==> src/rtl/ahb_burst_req_gen.sv <==
// ahb_burst_req_gen: turns one burst command into a beat-by-beat stream of
// address-phase controls for top_ahb, with write data following one cycle behind
// each accepted address beat. Illegal commands are rejected with an err pulse.
module ahb_burst_req_gen #(
   parameter int ADDR_W = 32,
   parameter int DATA_W = 32
) (
   input  logic              clk,
   input  logic              hresetn,
   input  logic              cmd_valid,
   output logic              cmd_ready,
   input  logic [ADDR_W-1:0] cmd_addr,
   input  logic [2:0]        cmd_size,
   input  logic [2:0]        cmd_burst,
   input  logic [3:0]        cmd_len,
   input  logic              cmd_write,
   input  logic [1:0]        cmd_sel,
   input  logic              wdata_valid,
   output logic              wdata_ready,
   input  logic [DATA_W-1:0] wdata,
   input  logic              beat_ready,
   output logic              enable,
   output logic [ADDR_W-1:0] in_haddr,
   output logic [DATA_W-1:0] in_hwdata,
   output logic [2:0]        in_hsize,
   output logic [2:0]        in_hburst,
   output logic [1:0]        in_hsel,
   output logic              in_hwrite,
   output logic [1:0]        in_htrans,
   output logic              done,
   output logic              err
);

   localparam int MAX_SIZE = $clog2(DATA_W / 8);

   localparam logic [1:0] HT_IDLE   = 2'b00;
   localparam logic [1:0] HT_BUSY   = 2'b01;
   localparam logic [1:0] HT_NONSEQ = 2'b10;
   localparam logic [1:0] HT_SEQ    = 2'b11;

   // S_CHECK is the one-cycle rejection state that carries the err pulse
   typedef enum logic [1:0] {
      S_IDLE,
      S_CHECK,
      S_BEAT,
      S_DATA
   } state_t;

   state_t state, state_next;

   logic [4:0]        cmd_beats;
   logic [11:0]       cmd_bytes;
   logic [ADDR_W-1:0] cmd_step;
   logic              cmd_illegal;

   logic [ADDR_W-1:0] addr_q;
   logic [ADDR_W-1:0] mask_q;
   logic [4:0]        left_q;
   logic              first_q;
   logic [DATA_W-1:0] hwdata_q;
   logic [2:0]        size_q;
   logic [2:0]        burst_q;
   logic [1:0]        sel_q;
   logic              write_q;

   logic [ADDR_W-1:0] beat_step;
   logic [ADDR_W-1:0] addr_inc;
   logic [ADDR_W-1:0] addr_next;
   logic              is_wrap;

   logic              accept;
   logic              issue;
   logic              data_ok;

   // Decode the offered command: beat count, total bytes and legality
   always_comb begin
      case (cmd_burst)
         3'd0:       cmd_beats = 5'd1;
         3'd1:       cmd_beats = {1'b0, cmd_len} + 5'd1;
         3'd2, 3'd3: cmd_beats = 5'd4;
         3'd4, 3'd5: cmd_beats = 5'd8;
         default:    cmd_beats = 5'd16;
      endcase
      cmd_bytes   = 12'(cmd_beats) << cmd_size;
      cmd_step    = ADDR_W'(1) << cmd_size;
      // Odd HBURST codes are the incrementing kinds; they must stay inside one 1KB page
      cmd_illegal = (cmd_size > 3'(MAX_SIZE))
                 || ((cmd_addr & (cmd_step - ADDR_W'(1))) != '0)
                 || (cmd_burst[0] && (({2'b00, cmd_addr[9:0]} + cmd_bytes) > 12'd1024));
   end

   // Address of the following beat; wrapping bursts stay inside their aligned window
   always_comb begin
      beat_step = ADDR_W'(1) << size_q;
      addr_inc  = addr_q + beat_step;
      is_wrap   = (burst_q != 3'd0) && !burst_q[0];
      addr_next = is_wrap ? ((addr_q & ~mask_q) | (addr_inc & mask_q)) : addr_inc;
   end

   // State register
   always_ff @(posedge clk or negedge hresetn) begin
      if (!hresetn) begin
         state <= S_IDLE;
      end else begin
         state <= state_next;
      end
   end

   // Next state and all handshake/bus-control outputs
   always_comb begin
      state_next  = state;
      accept      = 1'b0;
      issue       = 1'b0;
      data_ok     = 1'b0;
      cmd_ready   = 1'b0;
      wdata_ready = 1'b0;
      enable      = 1'b0;
      in_htrans   = HT_IDLE;
      done        = 1'b0;
      err         = 1'b0;
      case (state)
         S_IDLE: begin
            cmd_ready = hresetn;
            accept    = cmd_valid && hresetn;
            if (accept) begin
               state_next = cmd_illegal ? S_CHECK : S_BEAT;
            end
         end
         S_CHECK: begin
            err        = 1'b1;
            state_next = S_IDLE;
         end
         S_BEAT: begin
            enable  = 1'b1;
            data_ok = !write_q || wdata_valid;
            if (data_ok) begin
               in_htrans = first_q ? HT_NONSEQ : HT_SEQ;
            end else begin
               in_htrans = first_q ? HT_IDLE : HT_BUSY;
            end
            if (beat_ready && data_ok) begin
               issue       = 1'b1;
               wdata_ready = write_q;
               if (left_q == 5'd1) begin
                  state_next = S_DATA;
               end
            end
         end
         S_DATA: begin
            enable = 1'b1;
            if (beat_ready) begin
               done       = 1'b1;
               state_next = S_IDLE;
            end
         end
         default: state_next = S_IDLE;
      endcase
   end

   // Burst datapath: attribute latches, beat address/counter and write data register
   always_ff @(posedge clk or negedge hresetn) begin
      if (!hresetn) begin
         addr_q   <= '0;
         mask_q   <= '0;
         left_q   <= '0;
         first_q  <= 1'b0;
         hwdata_q <= '0;
         size_q   <= '0;
         burst_q  <= '0;
         sel_q    <= '0;
         write_q  <= 1'b0;
      end else begin
         if (accept) begin
            size_q  <= cmd_size;
            burst_q <= cmd_burst;
            sel_q   <= cmd_sel;
            write_q <= cmd_write;
            if (!cmd_illegal) begin
               addr_q  <= cmd_addr;
               mask_q  <= ADDR_W'(cmd_bytes) - ADDR_W'(1);
               left_q  <= cmd_beats;
               first_q <= 1'b1;
            end
         end
         if (issue) begin
            addr_q  <= addr_next;
            left_q  <= left_q - 5'd1;
            first_q <= 1'b0;
         end
         if (wdata_ready) begin
            hwdata_q <= wdata;
         end
      end
   end

   assign in_haddr  = addr_q;
   assign in_hwdata = hwdata_q;
   assign in_hsize  = size_q;
   assign in_hburst = burst_q;
   assign in_hsel   = sel_q;
   assign in_hwrite = write_q;

endmodule

==> config.mk <==
export PLATFORM = sky130hd
export DESIGN_NAME = ahb_burst_req_gen
export DESIGN_NICKNAME = d
export VERILOG_FILES = /design/src/rtl/ahb_burst_req_gen.sv
export SDC_FILE = /design/constraint.sdc
export NUM_CORES = 1
export LEC_CHECK = 0
export CAP_MARGIN = 20
export CORE_MARGIN = 2
export CORE_UTILIZATION = 54
export CTS_BUF_LIST = sky130_fd_sc_hd__clkbuf_4 sky130_fd_sc_hd__clkbuf_8 sky130_fd_sc_hd__clkbuf_16
export DETAILED_ROUTE_END_ITERATION = 16
export HOLD_SLACK_MARGIN = 0.06
export PLACE_DENSITY = 0.87
export SYNTH_ARGS = -nofsm -noshare
export SYNTH_HDL_FRONTEND = slang
export SYNTH_SLANG_ARGS = --single-unit
export TNS_END_PERCENT = 30
==> constraint.sdc <==
create_clock -name clk -period 9 [get_ports clk]
set_clock_uncertainty 0.05 [all_clocks]
set_input_delay 2.7 -clock clk [delete_from_list [all_inputs] [get_ports clk]]
set_output_delay 2.7 -clock clk [all_outputs]
set_load 0.005 [all_outputs]
# After elaboration in Yosys (flattened, before gate mapping)
# Index checks and enable logic that the tools add are counted.
[totals]
ff_bits = 113
input_bits = 82
output_inout_bits = 80
wordCells = 92
[classes]
n_addsub = 6
order_cmp = 2
n_eq_ne = 14
shifts = 3
muxes = 31
bitwise = 6
n_reduce_logical = 20
[ops]
columns = ["cell", "n"]
rows = [
  ["$mux W32", 4],
  ["$and A32 B32 Y32", 3],
  ["$shl A1 B3 Y32 const A", 2],
  ["$add A32 B32 Y32", 1],
  ["$not A32 Y32", 1],
  ["$or A32 B32 Y32", 1],
  ["$reduce_bool A32 Y1", 1],
  ["$sub A32 B1 Y32 const B", 1],
  ["$pmux W5 S4", 1],
  ["$mux W1", 15],
  ["$mux W5", 3],
  ["$mux W2", 7],
  ["$sub A12 B1 Y13 const B", 1],
  ["$add A10 B12 Y12", 1],
  ["$gt A12 B11 Y1 const B", 1],
  ["$shl A5 B3 Y12", 1],
  ["$ne A2 B2 Y1 const B", 4],
  ["$pmux W2 S4", 1],
  ["$eq A3 B2 Y1 const B", 2],
  ["$eq A3 B3 Y1 const B", 2],
  ["$reduce_or A2 Y1", 3],
  ["$add A4 B1 Y5 const B", 1],
  ["$eq A5 B1 Y1 const B", 1],
  ["$sub A5 B1 Y5 const B", 1],
  ["15 further kinds", 23],
]

# Depth between registers and ports, before layout
# Gate-level depths: netlist of the first run.
[depth]
word_depth = 11
mapped_depth = 19
ltp_nobuf = 17

# Least setup slack after synthesis of the first run
# OpenSTA, ideal clock, no wires.
[synth_path]
path_type = "input-to-output"
startpoint = "in wdata_valid"
endpoint = "out wdata_ready"
arrival_time_ns = 3.793
required_ns = 6.250
slack_ns = 2.457
cell_stages = 7
n_path_buf = 2
path_cell_list = "nor2b_1 nor2_1 and2_1 clkbuf_1 nand2_1 buf_1 inv_1"
[synth_between]
elab_chain_cells = 4
[synth_rtl]
columns = ["element", "line", "text"]
rows = [
  ["start: declaration", "18", "input logic wdata_valid,"],
  ["$logic_or A1 B1 Y1", "135", "data_ok = !write_q || wdata_valid;"],
  ["$logic_and A1 B1 Y1", "141", "if (beat_ready && data_ok) begin"],
  ["$mux W1", "141", ""],
  ["$mux W1", "121", "case (state)"],
  ["end: declaration", "19", "output logic wdata_ready,"],
]
# No other way between the ends.

==> flow_metrics.tcl, run 1 <==
set metrics [dict create \
    slowest_stage "clkdlybuf4s50_1" \
    worst_slack_ns 1.41 \
    crit_chain "clkdlybuf4s50_1 -> or3b_1 -> mux2i_1 -> nor2b_1 -> o31ai_1 -> o21ai_0 -> inv_1 -> ha_1 -> and3_1 -> a221oi_2 -> nor2_1 -> mux2_1 -> nor4_1 -> o21ai_1 -> a211oi_4 -> buf_12 -> nor2_1 -> mux2_1" \
    slew_viol_final 0 \
    htree_levels 3 \
    place_congestion 0.945 \
    setup_viol 0 \
    fill_cells 853 \
    track_usage 0.286 \
    maxCapViolations 0 \
    synthSimpleGateAreaFrac 0.185 \
    drc 0 \
    yosysSeqAreaShare 0.378 \
    hold_path.class "reg -> reg" \
    avgSynthCellArea_um2 8.84 \
    max-slew-margin-rel 0.496 \
    synth_top_family_by_area "compound AO/OA/AOI/OAI gates" \
    period_needed_ns 7.59 \
    start_util 0.549 \
    timing_hold_violations_final 0 \
    cts_buffers 9 \
    synth-edff-count 0 \
    synth.area.top_cells "dfrtp_1 38%, mux2_2 7.4%, ha_1 5.0%, nand2_1 4.8%, o21ai_0 4.1%" \
    post_drt_via_cell_ratio 6.08 \
    syn_nets 812 \
    ys.flop_type "dfrtp_1" \
    synth_fa_ha_area_frac 0.0568 \
    muxShareOfSynthArea 0.0875 \
    tritoncts "yes" \
    postCtsSetupRepairBufs 0 \
    num_io_pins 162 \
    path_clk_slew_ns 0.07 \
    nets 954 \
    die_area_mm2 0.0124 \
    grt_max_degree 88 \
    grt_pass1_vias 6007 \
    detailedPlace.worstSlack_ns 1.12 \
    drt-wirelength-per-cell_um 18.2 \
    setup_tns_ns 0 \
    die_h_um 111 \
    yosysTopAreaCell "dfrtp_1" \
    clock_path_buffers 2 \
    cts_hold_buf 0 \
    yosysWarningCount 0 \
    core-area_mm2 0.0113 \
    crit_type "in -> reg" \
    yosysTopAreaCellShare 0.378 \
    power_leakage_uw 0.00364 \
    dr.pass1.iters 5 \
    ir_drop_uv 146 \
    tightest_slew_ns 0.755 \
    power_density_mw_per_mm2 217 \
    fmax_ghz 0.132 \
    seqCellArea_mm2 0.00235 \
    cp_max_fo 87 \
    synthCells 703 \
    syn_to_final_growth_pct 32.9 \
    clock_sinks 94 \
    clk_latency_ns 0.35 \
    grt_first_pass_wirelength_um 29300 \
    end_kind "flop" \
    cp-start-kind "input pin" \
    synth-seq-cells 94 \
    drt_iter0_drc 539 \
    rrSetupSlack_ns 5.28 \
    hpwl_um 12900 \
    drive_above_1_share 0.0860 \
    outcome "complete, no violations" \
    synth_xor_area_frac 0.0338 \
    grt_setup_unrepaired "false" \
    critPathRequiredTime_ns 9.17 \
    diodes 0 \
    antenna_found_initial 0 \
    synth.cell_area_mm2 0.00622 \
    vias 6036 \
    gr-total-overflow 0 \
    slowest_delay_ns 0.76 \
    drt-total-wl_um 18100 \
    yosys.cell_types.count 70 \
    fin_crit_sh 0.843 \
    ctsResizeCount 0 \
    critPathArrivalTime_ns 7.76 \
    clock-root-buffer "clkbuf_16" \
    io_buffers 161 \
    synth_async_sr_flop_share 1.00 \
    die_x_um 111 \
    synth_compound_gate_area_share 0.212 \
    ant_nets 0 \
    placementRows 39 \
    synth_common_cells "94 x dfrtp_1, 80 x nand2_1, 62 x nor2_1, 51 x o21ai_0, 48 x a21oi_1" \
    yosysMostFrequentCell "dfrtp_1" \
    multiInputGateArea_mm2 0.00358 \
]
-- placed cells by master (no fill, tap or decap), drive strengths merged, types with 3 or more instances in the layout --
| master | n |
|---|---|
| o211ai | 3 |
| clkdlybuf4s50 | 160 |
| o21a | 20 |
| mux2i | 6 |
| a21oi | 48 |
| buf | 9 |
| nand3b | 3 |
| nor2b | 8 |
| a211o | 3 |
| xnor2 | 17 |
| a32oi | 3 |
| clkbuf | 9 |
| xor2 | 7 |
| nand3 | 16 |
| nor3b | 8 |
| nand4 | 3 |
| ha | 25 |
| a21o | 9 |
| o31ai | 8 |
| a211oi | 5 |
| mux2 | 43 |
| nor3 | 23 |
| nand2 | 80 |
| o21ai | 52 |
| a31oi | 4 |
| nand4b | 3 |
| nand2b | 9 |
| inv | 33 |
| dfrtp | 94 |
| nor4 | 4 |
| a2bb2oi | 8 |
| o2bb2ai | 3 |
| bufinv | 3 |
| and3 | 7 |
| nor2 | 62 |
| and2 | 4 |
| a32o | 4 |
-- metal layers --
metal  up-vias  global-route usage  part of all wire
li1       2813                   -                 -
met4         0               0.119             0.025
met2       235               0.499              0.51
met5         -                   0                 0
met3        42              0.0465             0.060
met1      2946               0.355              0.40
-- worst max-delay path, delay by kind of cell --
kind	cells	cell delay [ns]
adders and majority gates	1	0.28
muxes	3	0.96
and+or+nand+nor	6	1.27
AOI/OAI and AO/OA	5	1.30
buffers and inverters	3	1.22
-- area by class of cell --
| type | instances | share of cell area |
|---|---|---|
| Sequential cell | 94 | 0.285 |
| Clock buffer | 9 | 0.0273 |
| Multi-Input combinational cell | 539 | 0.433 |
| Clock inverter | 6 | 0.0144 |
| Inverter | 32 | 0.0145 |
| Timing Repair Buffer | 169 | 0.204 |
| Tap cell | 143 | 0.0217 |
-- per-stage QoR --
step           area (µm²)  power, µW   util  hold slack (ns)  std cells
3_5_place_dp         7890       1340  0.697            0.443        974
5_1_grt              8260       1880  0.730            0.474        992
2_1_floorplan        6220        968      -            0.398        703
3_3_place_gp         7890       1300  0.697            0.410        974
4_1_cts              8240       1790  0.728            0.458        989
6_report             8260       1790  0.730            0.453        992
-- cell families (layout without fill, tap and decap cells) --
kind of cell / after synthesis / after routing
AO/OA/AOI/OAI: 198 / 198
XOR/XNOR: 24 / 24
adder cells (fa/ha/maj): 27 / 27
buffers and inverters: 70 / 216
flip-flops: 94 / 94
multiplexers: 49 / 49
AND/OR/NAND/NOR: 241 / 241
-- report_power, final --
group	internal (µW)	leakage, µW	switching (µW)
clock network	274	0.000168	171
logic	392	0.00228	276
registers	560	0.00118	121
-- worst paths after layout --
kind / cells past startpoint / start / endpoint
min in group asynchronous: 1 / hresetn / in_hwdata[30]
max: 18 / cmd_burst[0] / flop
min: 2 / in_hsel[0] / in_hsel[0]
max reg2reg: 13 / in_hsize[0] / flop
min reg2reg: 2 / in_hsel[0] / in_hsel[0]
max in group asynchronous: 2 / hresetn / asynchronous set/reset pin
Note: power is estimated with default switching activity, not from simulation.
==> run 2, diff against run 1 <==
CORE_UTILIZATION = 45   (was 54)
PLACE_DENSITY = 0.78   (was 0.87)
clock period = 6.4 ns   (was 9 ns; I/O delays follow)
==> run 2 against run 1 <==
Setup slack lost 1.0 ns. Worst hold slack got worse by 0.027 ns. Register-to-register slack lost 2.6 ns. Die area is 19% higher. Sequential power increased by 39%. Global-route usage down 4.1 points. First-iteration DRC count shrank 10%. Non-clock buffer count is 39 higher. Largest cell class unchanged.
==> flow_metrics.tcl, run 2 (synthesis results as in run 1) <==
set metrics [dict create \
    outcome "complete, no violations" \
    drive_above_1_share 0.128 \
    dpl-instance-area_mm2 0.00825 \
    gr-total-overflow 0 \
    vias 5956 \
    hold_path.class "reg -> reg" \
    drc 0 \
    clock-root-buffer "clkbuf_16" \
    cp_max_fo 21 \
    drt-total-wl_um 18100 \
    max-slew-margin-rel 0.379 \
    fin_crit_sh 0.937 \
    dp.cells 1047 \
    clock_path_buffers 2 \
    maxCapViolations 0 \
    path_clk_slew_ns 0.07 \
    tritoncts "yes" \
    final_cell_mix "160 x clkdlybuf4s50_1, 94 x dfrtp_1, 80 x nand2_1, 61 x nor2_1, 51 x o21ai_0" \
    critPathArrivalTime_ns 6.21 \
    clk_latency_ns 0.35 \
    min_to "in_hsel[1]" \
    crit_chain "clkdlybuf4s50_1 -> buf_4 -> a211o_1 -> nor3_1 -> ha_1 -> inv_1 -> fa_1 -> nand2b_1 -> a211oi_2 -> o32a_1 -> xnor2_1 -> nor4_1 -> o21ai_1 -> a211oi_4 -> buf_12 -> buf_4 -> o21ai_0 -> a21oi_1" \
    start_util 0.466 \
    hold_start "in_hsel[1]" \
    min_path_cells 2 \
    clock_sinks 94 \
    end_kind "flop" \
    diodes 0 \
    slew_viol_final 0 \
    die_x_um 122 \
    power_leakage_uw 0.00383 \
    setup_viol 0 \
    slowest_stage "nor3_1" \
    num_io_pins 162 \
    hpwl_um 13600 \
    fmax_ghz 0.167 \
    rrSetupSlack_ns 2.70 \
    drt_iter0_drc 483 \
    cts_buffers 9 \
    post_drt_via_cell_ratio 5.59 \
    placementRows 42 \
    syn_to_final_growth_pct 38.3 \
    grt_pass1_vias 5743 \
    place_congestion 0.963 \
    p_total_uw 2450 \
    die_h_um 122 \
    track_usage 0.245 \
    nets 993 \
    critPathRequiredTime_ns 6.61 \
    period_needed_ns 5.99 \
    grt_first_pass_wirelength_um 29000 \
    reg2reg_depth 13 \
    drt-wirelength-per-cell_um 17.0 \
    slowest_delay_ns 0.43 \
    htree_levels 3 \
    core-area_mm2 0.0133 \
    power_density_mw_per_mm2 285 \
    grt_setup_unrepaired "false" \
    io_buffers 161 \
    path_buf_inv 5 \
    layout_commonest_cell "clkdlybuf4s50_1" \
    ir_drop_uv 163 \
    dr.pass1.iters 7 \
    cp_top_family "compound AO/OA/AOI/OAI gates" \
    die_area_mm2 0.0148 \
    path_depth 18 \
    instances_no_fill 1065 \
    cp-start-kind "input pin" \
    antenna_found_initial 0 \
    ant_nets 0 \
    timing_hold_violations_final 0 \
    postLayoutCellArea_mm2 0.00860 \
    grt_max_degree 49 \
    cpMostUsedCell "buf_4" \
    tightest_slew_ns 0.931 \
    worstReg2RegStart "in_hsize[1]" \
    crit_type "in -> reg" \
]
## run 2: cell types whose count changed in the layout (fill, tap and decap cells not counted), sizes merged
| cell | previous run | this run |
|---|---|---|
| clkbuf | 9 | 12 |
| clkinvlp | 0 | 1 |
| buf | 9 | 47 |
| bufinv | 3 | 1 |
## run 2: cell type report
type / count / area (µm²)
Clock buffer: 11 / 246
Clock inverter: 5 / 66.3
Fill cell: 1121 / 4750
Inverter: 32 / 120
Multi-Input combinational cell: 539 / 3590
Sequential cell: 94 / 2350
Tap cell: 176 / 220
Timing Repair Buffer: 208 / 2000
## run 2: worst max path at each step
stage	end	start
after CTS	flop	cmd_len[0]
after global routing	flop	cmd_len[0]
after detailed placement	flop	cmd_len[0]
after global placement	flop	cmd_burst[0]
final	flop	cmd_burst[0]
after floorplan	flop	cmd_len[0]
## run 2: repair_timing
action / 4_1_cts / 5_1_grt
hold buffers: 0 / 0
buffers inserted: 0 / 1
endpoints found under the hold margin: 0 / 0
setup endpoints to repair: 0 / 12
gates resized for setup: 0 / 1
## run 2: tightest hold or removal path: cells and delay by family, from the launching register on
family,cells,cell delay (ns)
AND/OR/NAND/NOR,2,0.11
flip-flops,1,0.34
## run 2: power by group
group	switching [µW]	internal [µW]	leakage [µW]
Combinational	375	565	0.00249
Clock	239	323	0.000152
Sequential	160	788	0.00118
## run 2: metrics by stage
| step | worst slack (ns) | setup TNS (ns) | utilization | hold WS, ns |
|---|---|---|---|---|
| final | 0.406 | 0 | 0.644 | 0.426 |
| after global routing | 0.0274 | 0 | 0.644 | 0.455 |
| after CTS | 0.306 | 0 | 0.641 | 0.428 |
| after detailed placement | -0.0530 | -0.244 | 0.618 | 0.411 |
| after global placement | 0.0722 | 0 | 0.618 | 0.407 |
| after floorplan | 0.712 | 0 | - | 0.398 |
## run 2: metal layers
metal,vias to the layer above,GRT usage,wire (µm)
met5,-,0,0
met4,0,0.0733,325
met3,25,0.0379,979
met2,196,0.410,9050
met1,2834,0.330,7730
li1,2901,-,-
==> run 3, diff against run 2 <==
CORE_UTILIZATION = 54   (was 45)
PLACE_DENSITY = 0.87   (was 0.78)
clock period = 7.1 ns   (was 6.4 ns; I/O delays follow)
==> run 3 against run 2 <==
Combinational power shrank 9.9%. Via count grew 2.7%. Final cell count shrank 5.4%. Register-to-register slack gained 0.74 ns. Global-route usage grew 5.1 points. Clock-buffer cell count shrank 2. Clock power shrank 15%. Sequential power shrank 9.3%. First-iteration DRC count grew 6.6%. Total power shrank 11%.
==> flow_metrics.tcl, run 3 (synthesis results as in run 1) <==
set metrics [dict create \
    end_kind "flop" \
    die_x_um 111 \
    ir_drop_uv 186 \
    fmax_ghz 0.150 \
    diodes 0 \
    cp_max_fo 72 \
    layout_commonest_cell "clkdlybuf4s50_1" \
    post_drt_via_cell_ratio 6.08 \
    slowest_stage "clkdlybuf4s50_1" \
    grt_setup_unrepaired "false" \
    vias 6118 \
    placementRows 39 \
    clk_latency_ns 0.35 \
    track_usage 0.296 \
    cts_hold_buf 0 \
    crit_chain "clkdlybuf4s50_1 -> ha_1 -> xor2_1 -> a211oi_1 -> a211o_1 -> o21ai_0 -> o21ai_0 -> inv_1 -> ha_1 -> and3_1 -> a221oi_2 -> nor2_1 -> mux2_1 -> nor4_1 -> o21ai_1 -> a211oi_4 -> buf_12 -> mux2i_1 -> a221o_1" \
    htree_levels 3 \
    drc 0 \
    final_cell_mix "160 x clkdlybuf4s50_1, 94 x dfrtp_1, 80 x nand2_1, 61 x nor2_1, 51 x o21ai_0" \
    worstReg2RegStart "in_hsize[1]" \
    nets 968 \
    num_io_pins 162 \
    hold_start "in_hwdata[30]" \
    drt-wirelength-per-cell_um 18.4 \
    drive_above_1_share 0.102 \
    setup_viol 0 \
    clock_path_buffers 2 \
    drt-total-wl_um 18500 \
    power_density_mw_per_mm2 263 \
    fill_cells 862 \
    critPathRequiredTime_ns 7.28 \
    grt_pass1_vias 6136 \
    drt_iter0_drc 515 \
    power_leakage_uw 0.00368 \
    dr.pass1.iters 5 \
    crit_type "in -> reg" \
    place_congestion 0.908 \
    cp_top_family "compound AO/OA/AOI/OAI gates" \
    ant_nets 0 \
    outcome "complete, no violations" \
    cts_buffers 9 \
    syn_to_final_growth_pct 33.6 \
    core-area_mm2 0.0113 \
    antenna_found_initial 0 \
    grt_first_pass_wirelength_um 30200 \
    die_h_um 111 \
    critPathArrivalTime_ns 6.85 \
    timing_hold_violations_final 0 \
    setup_tns_ns 0 \
    min_path_cells 1 \
    min_to "in_hwdata[30]" \
    postCtsSetupRepairBufs 0 \
    path_clk_slew_ns 0.08 \
    clock_sinks 94 \
    maxCapViolations 0 \
    slew_viol_final 0 \
    start_util 0.549 \
    path_buf_inv 3 \
    hpwl_um 13700 \
    ctsResizeCount 0 \
    period_needed_ns 6.68 \
    fin_crit_sh 0.941 \
    grt_max_degree 73 \
    cp-start-kind "input pin" \
    tritoncts "yes" \
    reg2reg_depth 13 \
    gr-total-overflow 0 \
    fin_util 0.734 \
    clock-root-buffer "clkbuf_16" \
    rrSetupSlack_ns 3.44 \
    max-slew-margin-rel 0.460 \
    die_area_mm2 0.0124 \
    slowest_delay_ns 0.50 \
    io_buffers 161 \
    tightest_slew_ns 0.810 \
    hold_path.class "reg -> reg" \
]
[run 3: cell type report]
class,count,area [µm²],area share
clock buffers,9,225,0.0271
clock inverters,7,60.1,0.00723
inverters,32,120,0.0145
multi-input cells,539,3580,0.431
flip-flops and latches,94,2350,0.283
well taps,143,179,0.0215
repair buffers,183,1790,0.215
[run 3: metal layers]
layer / routed length [µm] / vias to the layer above / GRT usage
li1: - / 2843 / -
met5: 0 / - / 0
met4: 527 / 0 / 0.113
met3: 1020 / 46 / 0.0443
met1: 7510 / 2989 / 0.369
met2: 9440 / 240 / 0.520
[run 3: worst max path at each step]
stage / start / end / cells after the start
floorplan: cmd_len[0] / flop / 17
global placement: cmd_len[0] / left_q[2] / 19
detailed placement: cmd_len[0] / left_q[2] / 19
CTS: cmd_len[0] / left_q[2] / 19
global route: cmd_len[0] / left_q[2] / 19
finish: cmd_len[0] / left_q[2] / 19
[run 3: through the flow]
stage | instances | setup WS, ns | hold slack [ns] | instance area (µm²) | power, µW
after floorplan | 703 | 1.20 | 0.398 | 6220 | 1230
after global placement | 991 | 0.322 | 0.410 | 8020 | 1660
after detailed placement | 991 | 0.120 | 0.433 | 8020 | 1700
after CTS | 1007 | 0.466 | 0.457 | 8310 | 2180
after global routing | 1007 | 0.175 | 0.471 | 8310 | 2300
final | 1007 | 0.422 | 0.457 | 8310 | 2180
[run 3: report_power, final]
group	total [µW]	switching, µW	internal, µW
clock	476	231	245
combinational	847	346	501
sequential	860	150	710
